File: src/rtl/dport_arb_pkg.sv
// Shared constants and helpers for the data-port arbiter.
// Latency: n/a (declarations only).
// Backpressure: n/a.
// Contents: port identifiers, bus widths, request-valid helper.
package dport_arb_pkg;

  localparam logic PORT_IN0 = 1'b0;
  localparam logic PORT_IN1 = 1'b1;

  localparam int ADDR_W = 32;
  localparam int DATA_W = 32;
  localparam int TAG_W  = 11;
  localparam int STRB_W = 4;

  // A requester is active when it reads or drives any write strobe.
  function automatic logic req_valid(input logic rd, input logic [STRB_W-1:0] wr);
    return rd | (wr != '0);
  endfunction

endpackage

File: src/rtl/dport_arb_order_fifo.sv
// Ordering FIFO: remembers which requester owns each in-flight request.
// Latency: push visible at head one cycle later; pop is same-cycle on head.
// Backpressure: accept_o low when full; pushes/pops are ignored when not allowed.
// Ports: clk_i, rst_i (sync active-low), push_i/push_dat_i, pop_i,
//        valid_o (not empty), accept_o (not full), head_o, count_o.
module dport_arb_order_fifo #(
  parameter int DEPTH   = 4,
  parameter int DEPTH_W = 2
) (
  input  logic             clk_i,
  input  logic             rst_i,
  input  logic             push_i,
  input  logic             push_dat_i,
  input  logic             pop_i,
  output logic             valid_o,
  output logic             accept_o,
  output logic             head_o,
  output logic [DEPTH_W:0] count_o
);

  localparam logic [DEPTH_W:0] FULL_CNT = (DEPTH_W+1)'(DEPTH);

  logic [DEPTH-1:0]   r_mem;
  logic [DEPTH_W-1:0] r_wr_ptr;
  logic [DEPTH_W-1:0] r_rd_ptr;
  logic [DEPTH_W:0]   r_count;
  logic               w_push;
  logic               w_pop;

  assign valid_o  = (r_count != '0);
  assign accept_o = (r_count != FULL_CNT);
  assign head_o   = r_mem[r_rd_ptr];
  assign count_o  = r_count;
  assign w_push   = push_i & accept_o;
  assign w_pop    = pop_i & valid_o;

  // Storage needs no reset: entries are only read when count says valid.
  always_ff @(posedge clk_i) begin
    if (w_push) r_mem[r_wr_ptr] <= push_dat_i;
  end

  // Pointers are DEPTH_W wide so they wrap naturally at DEPTH.
  always_ff @(posedge clk_i) begin
    if (!rst_i) begin
      r_wr_ptr <= '0;
      r_rd_ptr <= '0;
      r_count  <= '0;
    end else begin
      if (w_push) r_wr_ptr <= r_wr_ptr + 1'b1;
      if (w_pop)  r_rd_ptr <= r_rd_ptr + 1'b1;
      case ({w_push, w_pop})
        2'b10:   r_count <= r_count + 1'b1;
        2'b01:   r_count <= r_count - 1'b1;
        default: r_count <= r_count;
      endcase
    end
  end

endmodule

File: src/rtl/dport_arb.sv
// Two-requester arbiter sharing one data-port memory interface; acks routed in order.
// Latency: zero-cycle request pass-through; acks routed combinationally from the ordering FIFO head.
// Backpressure: grant held on the presented port until out_accept_i; all requests stall while OUTSTANDING are unacked.
// Ports: in0_*/in1_* requester side, out_* downstream bridge side,
//        outstanding_o (in-flight count), spurious_o (sticky ack-while-empty flag).
module dport_arb
  import dport_arb_pkg::*;
#(
  parameter int OUTSTANDING   = 4,
  parameter int OUTSTANDING_W = 2,
  parameter int FIXED_PRIO    = 0
) (
  input  logic                 clk_i,
  input  logic                 rst_i,
  input  logic [ADDR_W-1:0]    in0_addr_i,
  input  logic [DATA_W-1:0]    in0_data_wr_i,
  input  logic                 in0_rd_i,
  input  logic [STRB_W-1:0]    in0_wr_i,
  input  logic [TAG_W-1:0]     in0_req_tag_i,
  output logic                 in0_accept_o,
  output logic                 in0_ack_o,
  output logic [DATA_W-1:0]    in0_data_rd_o,
  output logic                 in0_error_o,
  output logic [TAG_W-1:0]     in0_resp_tag_o,
  input  logic [ADDR_W-1:0]    in1_addr_i,
  input  logic [DATA_W-1:0]    in1_data_wr_i,
  input  logic                 in1_rd_i,
  input  logic [STRB_W-1:0]    in1_wr_i,
  input  logic [TAG_W-1:0]     in1_req_tag_i,
  output logic                 in1_accept_o,
  output logic                 in1_ack_o,
  output logic [DATA_W-1:0]    in1_data_rd_o,
  output logic                 in1_error_o,
  output logic [TAG_W-1:0]     in1_resp_tag_o,
  output logic [ADDR_W-1:0]    out_addr_o,
  output logic [DATA_W-1:0]    out_data_wr_o,
  output logic                 out_rd_o,
  output logic [STRB_W-1:0]    out_wr_o,
  output logic [TAG_W-1:0]     out_req_tag_o,
  input  logic                 out_accept_i,
  input  logic                 out_ack_i,
  input  logic [DATA_W-1:0]    out_data_rd_i,
  input  logic                 out_error_i,
  input  logic [TAG_W-1:0]     out_resp_tag_i,
  output logic [OUTSTANDING_W:0] outstanding_o,
  output logic                 spurious_o
);

  logic r_hold;
  logic r_hold_src;
  logic r_last;
  logic r_spurious;

  logic w_req0;
  logic w_req1;
  logic w_grant;
  logic w_grant_vld;
  logic w_accept;
  logic w_fifo_vld;
  logic w_fifo_rdy;
  logic w_head;
  logic w_pop;

  assign w_req0 = req_valid(in0_rd_i, in0_wr_i);
  assign w_req1 = req_valid(in1_rd_i, in1_wr_i);

  // A held request owns the port until accepted, so a late-arriving
  // competitor can never change the fields under the bridge's feet.
  always_comb begin
    w_grant = PORT_IN0;
    if (r_hold)                 w_grant = r_hold_src;
    else if (w_req0 && !w_req1) w_grant = PORT_IN0;
    else if (w_req1 && !w_req0) w_grant = PORT_IN1;
    else if (w_req0 && w_req1)  w_grant = (FIXED_PRIO != 0) ? PORT_IN0 : ~r_last;
  end

  // Full comes from the registered count only: an ack this cycle frees a
  // slot for next cycle, not this one.
  assign w_grant_vld = (r_hold | w_req0 | w_req1) & w_fifo_rdy;
  assign w_accept    = w_grant_vld & out_accept_i;

  assign out_addr_o    = (w_grant == PORT_IN1) ? in1_addr_i    : in0_addr_i;
  assign out_data_wr_o = (w_grant == PORT_IN1) ? in1_data_wr_i : in0_data_wr_i;
  assign out_req_tag_o = (w_grant == PORT_IN1) ? in1_req_tag_i : in0_req_tag_i;
  assign out_rd_o      = w_grant_vld & ((w_grant == PORT_IN1) ? in1_rd_i : in0_rd_i);
  assign out_wr_o      = w_grant_vld ? ((w_grant == PORT_IN1) ? in1_wr_i : in0_wr_i) : '0;

  assign in0_accept_o = w_accept & (w_grant == PORT_IN0);
  assign in1_accept_o = w_accept & (w_grant == PORT_IN1);

  // Bridge responds in issue order, so the FIFO head names the owner.
  assign w_pop     = out_ack_i & w_fifo_vld;
  assign in0_ack_o = w_pop & (w_head == PORT_IN0);
  assign in1_ack_o = w_pop & (w_head == PORT_IN1);

  assign in0_data_rd_o  = out_data_rd_i;
  assign in1_data_rd_o  = out_data_rd_i;
  assign in0_error_o    = out_error_i;
  assign in1_error_o    = out_error_i;
  assign in0_resp_tag_o = out_resp_tag_i;
  assign in1_resp_tag_o = out_resp_tag_i;

  assign spurious_o = r_spurious;

  dport_arb_order_fifo #(
    .DEPTH   (OUTSTANDING),
    .DEPTH_W (OUTSTANDING_W)
  ) u_order_fifo (
    .clk_i      (clk_i),
    .rst_i      (rst_i),
    .push_i     (w_accept),
    .push_dat_i (w_grant),
    .pop_i      (w_pop),
    .valid_o    (w_fifo_vld),
    .accept_o   (w_fifo_rdy),
    .head_o     (w_head),
    .count_o    (outstanding_o)
  );

  // last resets to in1 so the first tie after reset goes to in0.
  always_ff @(posedge clk_i) begin
    if (!rst_i) begin
      r_hold     <= 1'b0;
      r_hold_src <= PORT_IN0;
      r_last     <= PORT_IN1;
      r_spurious <= 1'b0;
    end else begin
      if (w_accept) begin
        r_hold <= 1'b0;
        r_last <= w_grant;
      end else if (w_grant_vld) begin
        r_hold     <= 1'b1;
        r_hold_src <= w_grant;
      end
      if (out_ack_i && !w_fifo_vld) r_spurious <= 1'b1;
    end
  end

endmodule

File: config.mk
export PLATFORM = sky130hd
export DESIGN_NAME = dport_arb
export DESIGN_NICKNAME = d
export VERILOG_FILES = /design/src/rtl/dport_arb_pkg.sv /design/src/rtl/dport_arb_order_fifo.sv /design/src/rtl/dport_arb.sv
export SDC_FILE = /design/constraint.sdc
export NUM_CORES = 1
export LEC_CHECK = 0
export BUFFER_PORTS_ARGS = -buffer_cell sky130_fd_sc_hd__buf_2
export CAP_MARGIN = 30
export CORE_AREA = 2 2 148 150
export CTS_CLUSTER_DIAMETER = 120
export CTS_CLUSTER_SIZE = 28
export DETAILED_ROUTE_END_ITERATION = 12
export DIE_AREA = 0 0 150 152
export GPL_ROUTABILITY_DRIVEN = 0
export MAX_ROUTING_LAYER = met4
export PLACE_DENSITY = 0.41
export SLEW_MARGIN = 20
export SYNTH_ARGS = -nofsm -noshare
export SYNTH_HDL_FRONTEND = slang
export SYNTH_SLANG_ARGS = --single-unit
export TNS_END_PERCENT = 30
File: constraint.sdc
create_clock -name clk_i -period 3.34 [get_ports clk_i]
set_clock_uncertainty 0.2 [all_clocks]
set_input_delay 0.668 -clock clk_i [delete_from_list [all_inputs] [get_ports clk_i]]
set_output_delay 0.668 -clock clk_i [all_outputs]
set_load 0.05 [all_outputs]
==> flow_summary.yaml, run 1 <==
logic_synthesis:
  ys_top_cells_by_count: "sky130_fd_sc_hd__buf_4, sky130_fd_sc_hd__mux2_2, sky130_fd_sc_hd__dfxtp_1, sky130_fd_sc_hd__mux2_4, sky130_fd_sc_hd__o21ai_0"
  avgSynthCellArea_um2: 9.50
  async_flop_share_pct: 0
  post_synth_instance_area_mm2: 0.00258
  parity_gate_share_of_the_synthesized_area_counting_xor_and_xnor_cells_pct: 1.36
  ys_seq_area_share_pct: 13.2
  combinational_family_with_the_most_area_after_synthesis: "multiplexers"
  post_synthesis_compound_gate_area_fraction_pct: 7.45
  post_synthesis_sequential_element_count: 15
  cell_types_with_the_largest_area_share_after_synthesis: "sky130_fd_sc_hd__buf_4, sky130_fd_sc_hd__mux2_2, sky130_fd_sc_hd__dfxtp_1"
  synth_warn: 0
  synth-adder-area-share_pct: 3.19
  muxShareOfSynthArea_pct: 35.4
  synth_nets: 486
  count_of_flip_flops_with_a_built_in_enable_after_synthesis: 4
  yosys_most_used_dff: "sky130_fd_sc_hd__dfxtp_1"
  synth.most_common_cell: "sky130_fd_sc_hd__buf_4"
  instance_count_of_the_mapped_netlist: 272
  synthDominantAreaCellType: "sky130_fd_sc_hd__buf_4"
  synthSimpleGateAreaFrac_pct: 9.34
  netlist-cell-type-count: 43
  post-synth-top-area-fraction_pct: 27.0
sta:
  setup-violations-final: 0
  headroom_to_the_max_slew_limit_pct: 61.3
  timing_hold_violations_final: 0
  max_freq_mhz: 317
  unrepaired_setup_endpoints_after_global_routing: "no"
  portion_of_the_clock_cycle_consumed_by_the_worst_path_in_the_final_layout_pct: 94.3
  worst-slew-pin-transition_ns: 0.580
  timing.final.max_slew_violations: 0
  timing.final.crit_period_ns: 3.15
final_layout:
  syn2layout_area_growth_pct: 38.6
  drive_gt1_share_pct: 77.0
  nNetsFinal: 650
  num_antenna_cells: 0
  post-route-cell-area_mm2: 0.00358
  filler_cell_count: 2478
clock_network:
  clk_root_buffer_cell: "sky130_fd_sc_hd__clkbuf_16"
  clock_sink_count: 15
  worstSkewPairLatency_ns: 0.24
  cts_tree: "yes"
  post_cts.resized_instances: 0
  h_tree_levels: 1
  cts_hold_buffers: 0
  post_cts_buffers: 0
  clk_pin_slew_worst_paths_ns: 0.05
  max-clock-path-buffers: 2
  cts-buffers-inserted: 3
grt:
  grt.met3_usage_pct: 2.82
  groute.usage.overall_pct: 9.08
  grt_first_pass_wirelength_mm: 15.3
  busiest_layer: "met2"
  grtUsageMet2_pct: 13.7
  grt-ovfl-total: 0
  number_of_antenna_violations_at_the_first_check_in_global_routing: 2
  grt_max_degree: 45
  via_count_of_the_first_global_routing_pass: 2519
  global_route.usage.met1_pct: 12.1
setup_path:
  critical_path_class: "in2out"
  path_common_cell: "sky130_fd_sc_hd__buf_2"
  cpPeakStageDelay_ns: 0.40
  cp_data_required_time_ns: 2.47
  cp_num_buf_inv: 3
  rrSetupSlack_ns: 0.58
  cp_data_arrival_time_ns: 2.28
  cpMaxStageDelayCell: "sky130_fd_sc_hd__mux2_2"
  worstPathCellList: "buf_2 > nor4_4 > a21boi_4 > nand2_4 > buf_12 > mux2_2 > buf_2"
  critical_path.top_delay_family: "buffers and inverters"
  critical_path_capture_point_type: "output pin"
  crit_path_max_fanout: 44
  critPathLaunchType: "primary input"
run:
  max-cap-violations: 0
drt:
  vias: 2501
  drc: 0
  drtPass1Iterations: 4
  dr.first_iter.drc_count: 98
  detail_route.wirelength_mm: 10.7
  drt.antenna.violating_nets: 0
  post_drt_via_cell_ratio: 3.50
  wire_per_inst_um: 15.0
power:
  total_leakage_power_nw: 1.81
  max-vdd-ir-drop_v: 0.000197
  power.total_w: 0.00231
  power_density_of_the_placed_cells_mw_per_mm2: 644
placed_design:
  detailed_place_hpwl_mm: 9.53
  placed_area_mm2: 0.00350
  port_buffers: 251
floorplanning:
  die_h_um: 152
  pin_count: 384
  total_die_area_mm2: 0.0228
  start_util_pct: 12.1
  core-area_mm2: 0.0214
  die_x_um: 150
  placementRows: 54
run_status:
  status: "complete, no violations"
worst_hold_path:
  hold_path.class: "reg2reg"
cell usage in the layout (no fill, tap or decap), types with 2 or more instances in the layout:
master	synthesis	final
sky130_fd_sc_hd__and2_1	5	5
sky130_fd_sc_hd__and3_1	4	4
sky130_fd_sc_hd__nand2b_1	2	2
sky130_fd_sc_hd__buf_2	0	251
sky130_fd_sc_hd__mux2_4	10	10
sky130_fd_sc_hd__edfxtp_1	4	4
sky130_fd_sc_hd__a21boi_0	7	6
sky130_fd_sc_hd__buf_12	1	2
sky130_fd_sc_hd__xor2_1	2	2
sky130_fd_sc_hd__nand3_1	6	6
sky130_fd_sc_hd__nor2b_1	3	3
sky130_fd_sc_hd__mux2_1	7	7
sky130_fd_sc_hd__mux2_2	58	58
sky130_fd_sc_hd__nand4_1	2	2
sky130_fd_sc_hd__nand2_1	6	6
sky130_fd_sc_hd__clkbuf_16	0	3
sky130_fd_sc_hd__nor2_1	5	5
sky130_fd_sc_hd__buf_4	93	3
sky130_fd_sc_hd__inv_1	7	7
sky130_fd_sc_hd__ha_1	5	5
sky130_fd_sc_hd__dfxtp_1	11	11
sky130_fd_sc_hd__o21ai_0	9	9
sky130_fd_sc_hd__xnor2_1	2	2
where the power goes:
group	internal (W)	total (W)	leakage (nW)	switching [W]
combinational	0.000569	0.00180	1.64	0.00124
sequential	0.000231	0.000269	0.128	0.0000381
clock	0.000160	0.000232	0.0409	0.0000719
per-layer routing:
metal  share of wire [%]  up-vias
li1                    -     1182
met4                 1.1        0
met2                  45      185
met1                  44     1113
met5                   0        -
met3                 9.8       21
metrics by stage:
stage | setup TNS (ns) | setup slack (ns) | std cells | util [%] | hold slack, ns
CTS | 0 | 0.188 | 715 | 16.8 | 0.286
detailed placement | 0 | 0.190 | 711 | 16.4 | 0.270
global route | 0 | 0.0813 | 715 | 16.8 | 0.325
floorplan | -0.0235 | -0.00785 | 272 | - | 0.261
finish | 0 | 0.190 | 715 | 16.8 | 0.279
global placement | 0 | 0.189 | 711 | 16.4 | 0.273
logic make-up (layout without fill, tap and decap cells):
logic type	after synthesis	in the layout
muxes	77	77
buffers and inverters	104	267
DFF	15	15
and+or+nand+nor	40	40
adders and majority gates	6	6
AOI/OAI and AO/OA	26	26
xor gates and xnor gates	4	4
worst min-delay path: cells and delay by family, from the launching register on:
family | cells | cell delay, ns
flops | 1 | 0.31
compound gates | 1 | 0.04
simple gates | 1 | 0.09
sequential cells by signal, summed over array words and instances (netlist names):
name and cells:
r_last 1, r_hold_src 1, u_order_fifo.r_rd_ptr 2, u_order_fifo.r_wr_ptr 2, spurious_o 1, r_hold 1, u_order_fifo.r_mem 4, u_order_fifo.count_o 3
cell type report:
| type | instances | area (um^2) | share of cell area [%] |
|---|---|---|---|
| multi-input combinational | 153 | 1470 | 40.9 |
| sequential | 15 | 340 | 9.50 |
| clock inverter | 1 | 5.00 | 0.140 |
| tap | 280 | 350 | 9.78 |
| clock buffer | 3 | 75.1 | 2.10 |
| timing repair buffer | 256 | 1320 | 36.8 |
| inverter | 7 | 26.3 | 0.733 |
worst paths after layout:
| kind | from | to | depth (start not counted) |
|---|---|---|---|
| worst min-delay path | spurious_o | spurious_o | 2 |
| worst min register to register | spurious_o | spurious_o | 2 |
| worst max-delay path | in1_rd_i | out_data_wr_o[22] | 7 |
| worst max register to register | u_order_fifo.count_o[2] | u_order_fifo.count_o[2] | 9 |
Power figures use the tool's default switching activity.
==> run 2: changes to the inputs <==
--- a/config.mk
+++ b/config.mk
@@ -15,6 +15,7 @@
 export GPL_ROUTABILITY_DRIVEN = 0
 export MAX_ROUTING_LAYER = met4
 export PLACE_DENSITY = 0.41
+export REMOVE_ABC_BUFFERS = 1
 export SLEW_MARGIN = 20
 export SYNTH_ARGS = -nofsm -noshare
 export SYNTH_HDL_FRONTEND = slang
==> flow_summary.yaml, run 2 (synthesis gave the netlist of run 1 again) <==
worst_hold_path:
  hold_path.class: "reg2reg"
grt:
  grt-ovfl-total: 0
  global_route.usage.met1_pct: 14.8
  grtUsageMet2_pct: 14.8
  grt_max_degree: 31
  via_count_of_the_first_global_routing_pass: 2673
  grt.met3_usage_pct: 9.28
  busiest_layer: "met2"
  grt_first_pass_wirelength_mm: 18.9
  number_of_antenna_violations_at_the_first_check_in_global_routing: 0
  groute.usage.overall_pct: 11.6
sta:
  setup-violations-final: 0
  fin_ws_ns: 0.180
  setup_total_negative_slack_ns: 0
  portion_of_the_clock_cycle_consumed_by_the_worst_path_in_the_final_layout_pct: 94.6
  max_freq_mhz: 316
  timing_hold_violations_final: 0
  timing.final.max_slew_violations: 0
  headroom_to_the_max_slew_limit_pct: 63.0
  worst-slew-pin-transition_ns: 0.552
  unrepaired_setup_endpoints_after_global_routing: "no"
  timing.final.crit_period_ns: 3.16
  worst_hold_slack_ns: 0.286
placed_design:
  pre_cts_slack_ns: 0.156
  port_buffers: 251
  place_inst: 716
  detailed_place_hpwl_mm: 11.5
final_layout:
  syn2layout_area_growth_pct: 40.0
  regArea_um2: 340
  finalNonFillerCells: 720
  num_antenna_cells: 0
  max_flop_register: "u_order_fifo.r_mem"
  nNetsFinal: 655
  mostFrequentLayoutCells: "sky130_fd_sc_hd__buf_2, sky130_fd_sc_hd__mux2_2, sky130_fd_sc_hd__dfxtp_1"
  filler_cell_count: 2432
  multiInputGateArea_mm2: 0.00147
  drive_gt1_share_pct: 77.0
  layout.cells.most_common: "sky130_fd_sc_hd__buf_2"
  largest_register_ff_count: 4
  fin_util_pct: 16.9
floorplanning:
  pin_count: 384
  start_util_pct: 12.1
  placementRows: 54
  total_die_area_mm2: 0.0228
  core-area_mm2: 0.0214
  die_h_um: 152
  die_x_um: 150
setup_path:
  cp_data_required_time_ns: 2.47
  cpMaxStageDelayCell: "sky130_fd_sc_hd__mux2_2"
  critPathLaunchType: "primary input"
  cp_data_arrival_time_ns: 2.29
  crit_path_max_fanout: 30
  critical_path_capture_point_type: "output pin"
  critical_path_class: "in2out"
  path_common_cell: "sky130_fd_sc_hd__buf_2"
  cpPeakStageDelay_ns: 0.37
  rrSetupSlack_ns: 0.65
  worstPathCellList: "buf_2 > nor4_4 > a21boi_4 > nand2_4 > buf_12 > mux2_2 > buf_2"
run:
  max-cap-violations: 0
clock_network:
  post_cts_buffers: 0
  clock_sink_count: 15
  clk_root_buffer_cell: "sky130_fd_sc_hd__clkbuf_16"
  worstSkewPairLatency_ns: 0.25
  max-clock-path-buffers: 2
  post_cts.resized_instances: 0
  h_tree_levels: 1
  cts_hold_buffers: 0
  cts-buffers-inserted: 3
  clk_pin_slew_worst_paths_ns: 0.05
  cts_tree: "yes"
run_status:
  status: "complete, no violations"
drt:
  drtPass1Iterations: 5
  vias: 2644
  drc: 0
  dr.first_iter.drc_count: 106
  post_drt_via_cell_ratio: 3.67
  drt.antenna.violating_nets: 0
  wire_per_inst_um: 18.8
  detail_route.wirelength_mm: 13.6
power:
  max-vdd-ir-drop_v: 0.000236
  total_leakage_power_nw: 1.83
  power_density_of_the_placed_cells_mw_per_mm2: 638
run 2: cell types whose count changed in the layout (fill, tap and decap cells not counted), sizes merged:
| cell | before | now |
|---|---|---|
| buf | 256 | 261 |
| clkbuf | 3 | 4 |
| clkinv | 1 | 0 |
run 2: final timing paths:
path,cells past startpoint,to,start
max,7,out_data_wr_o[5],in1_rd_i
min,2,spurious_o,spurious_o
max reg2reg,10,u_order_fifo.count_o[2],r_hold
min reg2reg,2,spurious_o,spurious_o
run 2: metrics by stage:
stage          total power [W]  area, um^2
3_5_place_dp           0.00209        3540
3_3_place_gp           0.00210        3540
4_1_cts                0.00234        3620
5_1_grt                0.00243        3620
2_1_floorplan          0.00162        1830
6_report               0.00231        3620
run 2: worst max-delay path, delay by kind of cell:
| kind | cells | cell delay [ns] |
|---|---|---|
| AO/OA/AOI/OAI | 1 | 0.13 |
| buffers and inverters | 3 | 0.56 |
| multiplexers | 1 | 0.37 |
| AND/OR/NAND/NOR | 2 | 0.51 |
run 2: power breakdown:
part	leakage (nW)	switching [W]	internal (W)
clock	0.0382	0.0000748	0.000162
combinational	1.66	0.00122	0.000583
sequential	0.128	0.0000371	0.000231
total	1.83	0.00133	0.000976
run 2: layer usage:
layer	share of wire, %	vias up
li1	-	1194
met1	43	1174
met2	39	272
met3	18	4
met4	0.26	0
met5	0	-
run 2: area by class of cell:
type | instances | share of cell area, %
Multi-Input combinational cell | 153 | 40.5
Clock buffer | 4 | 2.18
Inverter | 7 | 0.726
Timing Repair Buffer | 261 | 37.5
Tap cell | 280 | 9.68
Sequential cell | 15 | 9.41
==> run 3: changes to the inputs <==
--- a/config.mk
+++ b/config.mk
@@ -15,6 +15,7 @@
 export GPL_ROUTABILITY_DRIVEN = 0
 export MAX_ROUTING_LAYER = met4
 export PLACE_DENSITY = 0.41
+export RECOVER_POWER = 25
 export REMOVE_ABC_BUFFERS = 1
 export SLEW_MARGIN = 20
 export SYNTH_ARGS = -nofsm -noshare
==> flow_summary.yaml, run 3 (synthesis gave the netlist of run 1 again) <==
run_status:
  status: "complete, no violations"
drt:
  drt.antenna.violating_nets: 0
  wire_per_inst_um: 18.8
  vias: 2643
  dr.first_iter.drc_count: 106
  drtPass1Iterations: 5
  post_drt_via_cell_ratio: 3.67
  detail_route.wirelength_mm: 13.6
  drc: 0
clock_network:
  worstSkewPairLatency_ns: 0.25
  cts-buffers-inserted: 3
  h_tree_levels: 1
  cts_tree: "yes"
  post_cts.resized_instances: 0
  clk_pin_slew_worst_paths_ns: 0.05
  clock_sink_count: 15
  clk_root_buffer_cell: "sky130_fd_sc_hd__clkbuf_16"
  post_cts_buffers: 0
  cts_hold_buffers: 0
  max-clock-path-buffers: 2
floorplanning:
  start_util_pct: 12.1
  pin_count: 384
  die_x_um: 150
  core-area_mm2: 0.0214
  total_die_area_mm2: 0.0228
  placementRows: 54
  die_h_um: 152
final_layout:
  filler_cell_count: 2433
  max_flop_register: "u_order_fifo.r_mem"
  largest_register_ff_count: 4
  syn2layout_area_growth_pct: 39.9
  drive_gt1_share_pct: 76.8
  post-route-cell-area_mm2: 0.00362
  mostFrequentLayoutCells: "sky130_fd_sc_hd__buf_2, sky130_fd_sc_hd__mux2_2, sky130_fd_sc_hd__dfxtp_1"
  layout.cells.most_common: "sky130_fd_sc_hd__buf_2"
  num_antenna_cells: 0
  nNetsFinal: 655
sta:
  max_freq_mhz: 316
  timing.final.crit_period_ns: 3.16
  headroom_to_the_max_slew_limit_pct: 63.0
  worst-slew-pin-transition_ns: 0.552
  worst_hold_slack_ns: 0.284
  setup_total_negative_slack_ns: 0
  unrepaired_setup_endpoints_after_global_routing: "no"
  timing.final.max_slew_violations: 0
  timing_hold_violations_final: 0
  portion_of_the_clock_cycle_consumed_by_the_worst_path_in_the_final_layout_pct: 94.6
  setup-violations-final: 0
setup_path:
  crit_path_max_fanout: 30
  critical_path_capture_point_type: "output pin"
  critPathLaunchType: "primary input"
  cp_data_arrival_time_ns: 2.29
  cp_data_required_time_ns: 2.47
  critical_path_class: "in2out"
power:
  power.total_w: 0.00231
  max-vdd-ir-drop_v: 0.000236
  total_leakage_power_nw: 1.83
  power_density_of_the_placed_cells_mw_per_mm2: 638
placed_design:
  detailed_place_hpwl_mm: 11.5
  placed_area_mm2: 0.00354
  port_buffers: 251
grt:
  via_count_of_the_first_global_routing_pass: 2673
  grt_first_pass_wirelength_mm: 18.9
  number_of_antenna_violations_at_the_first_check_in_global_routing: 0
  grt-ovfl-total: 0
  groute.usage.overall_pct: 11.6
  grt_max_degree: 31
worst_hold_path:
  hold_path.class: "reg2reg"
run:
  max-cap-violations: 0
[run 3: changes by cell type in the layout (fill, tap and decap cells not counted)]
cell,previous run,this run
sky130_fd_sc_hd__and2_0,0,2
sky130_fd_sc_hd__clkbuf_1,1,2
sky130_fd_sc_hd__buf_2,251,250
sky130_fd_sc_hd__and2_1,5,3
[run 3: final cells by class]
type / instances / area (um^2) / share of cell area (%)
Multi-Input combinational cell: 153 / 1470 / 40.5
Timing Repair Buffer: 261 / 1360 / 37.5
Tap cell: 280 / 350 / 9.69
Sequential cell: 15 / 340 / 9.41
Clock buffer: 4 / 78.8 / 2.18
Inverter: 7 / 26.3 / 0.726
[run 3: worst max-delay path, stage by stage]
cell	delay, ns
sky130_fd_sc_hd__buf_2	0.12
sky130_fd_sc_hd__nor4_4	0.32
sky130_fd_sc_hd__a21boi_4	0.13
sky130_fd_sc_hd__nand2_4	0.19
sky130_fd_sc_hd__buf_12	0.23
sky130_fd_sc_hd__mux2_2	0.37
sky130_fd_sc_hd__buf_2	0.21
[run 3: routing by layer]
layer,track usage (%),vias to the layer above,wire (um)
met5,-,-,0
met4,0.854,0,35
met3,9.28,4,2410
met2,14.8,272,5250
met1,14.8,1173,5860
li1,-,1194,-
[run 3: final timing paths]
path,from,endpoint,slack [ns],cells past startpoint
worst max-delay path,in1_rd_i,out_data_wr_o[5],0.18,7
worst min-delay path,spurious_o,spurious_o,0.28,2
worst max register to register,r_hold,u_order_fifo.count_o[2],0.65,10
worst min register to register,spurious_o,spurious_o,0.28,2
[run 3: power by group]
group	internal [W]	switching, W	total, W
combinational	0.000582	0.00122	0.00180
sequential	0.000231	0.0000371	0.000268
clock	0.000162	0.0000748	0.000237
[run 3: metrics by stage]
| stage | cells | setup WS (ns) | utilization [%] |
|---|---|---|---|
| floorplan | 175 | -0.193 | - |
| global placement | 716 | 0.174 | 16.6 |
| detailed placement | 716 | 0.156 | 16.6 |
| CTS | 720 | 0.151 | 16.9 |
| global route | 720 | 0.0522 | 16.9 |
| finish | 720 | 0.180 | 16.9 |
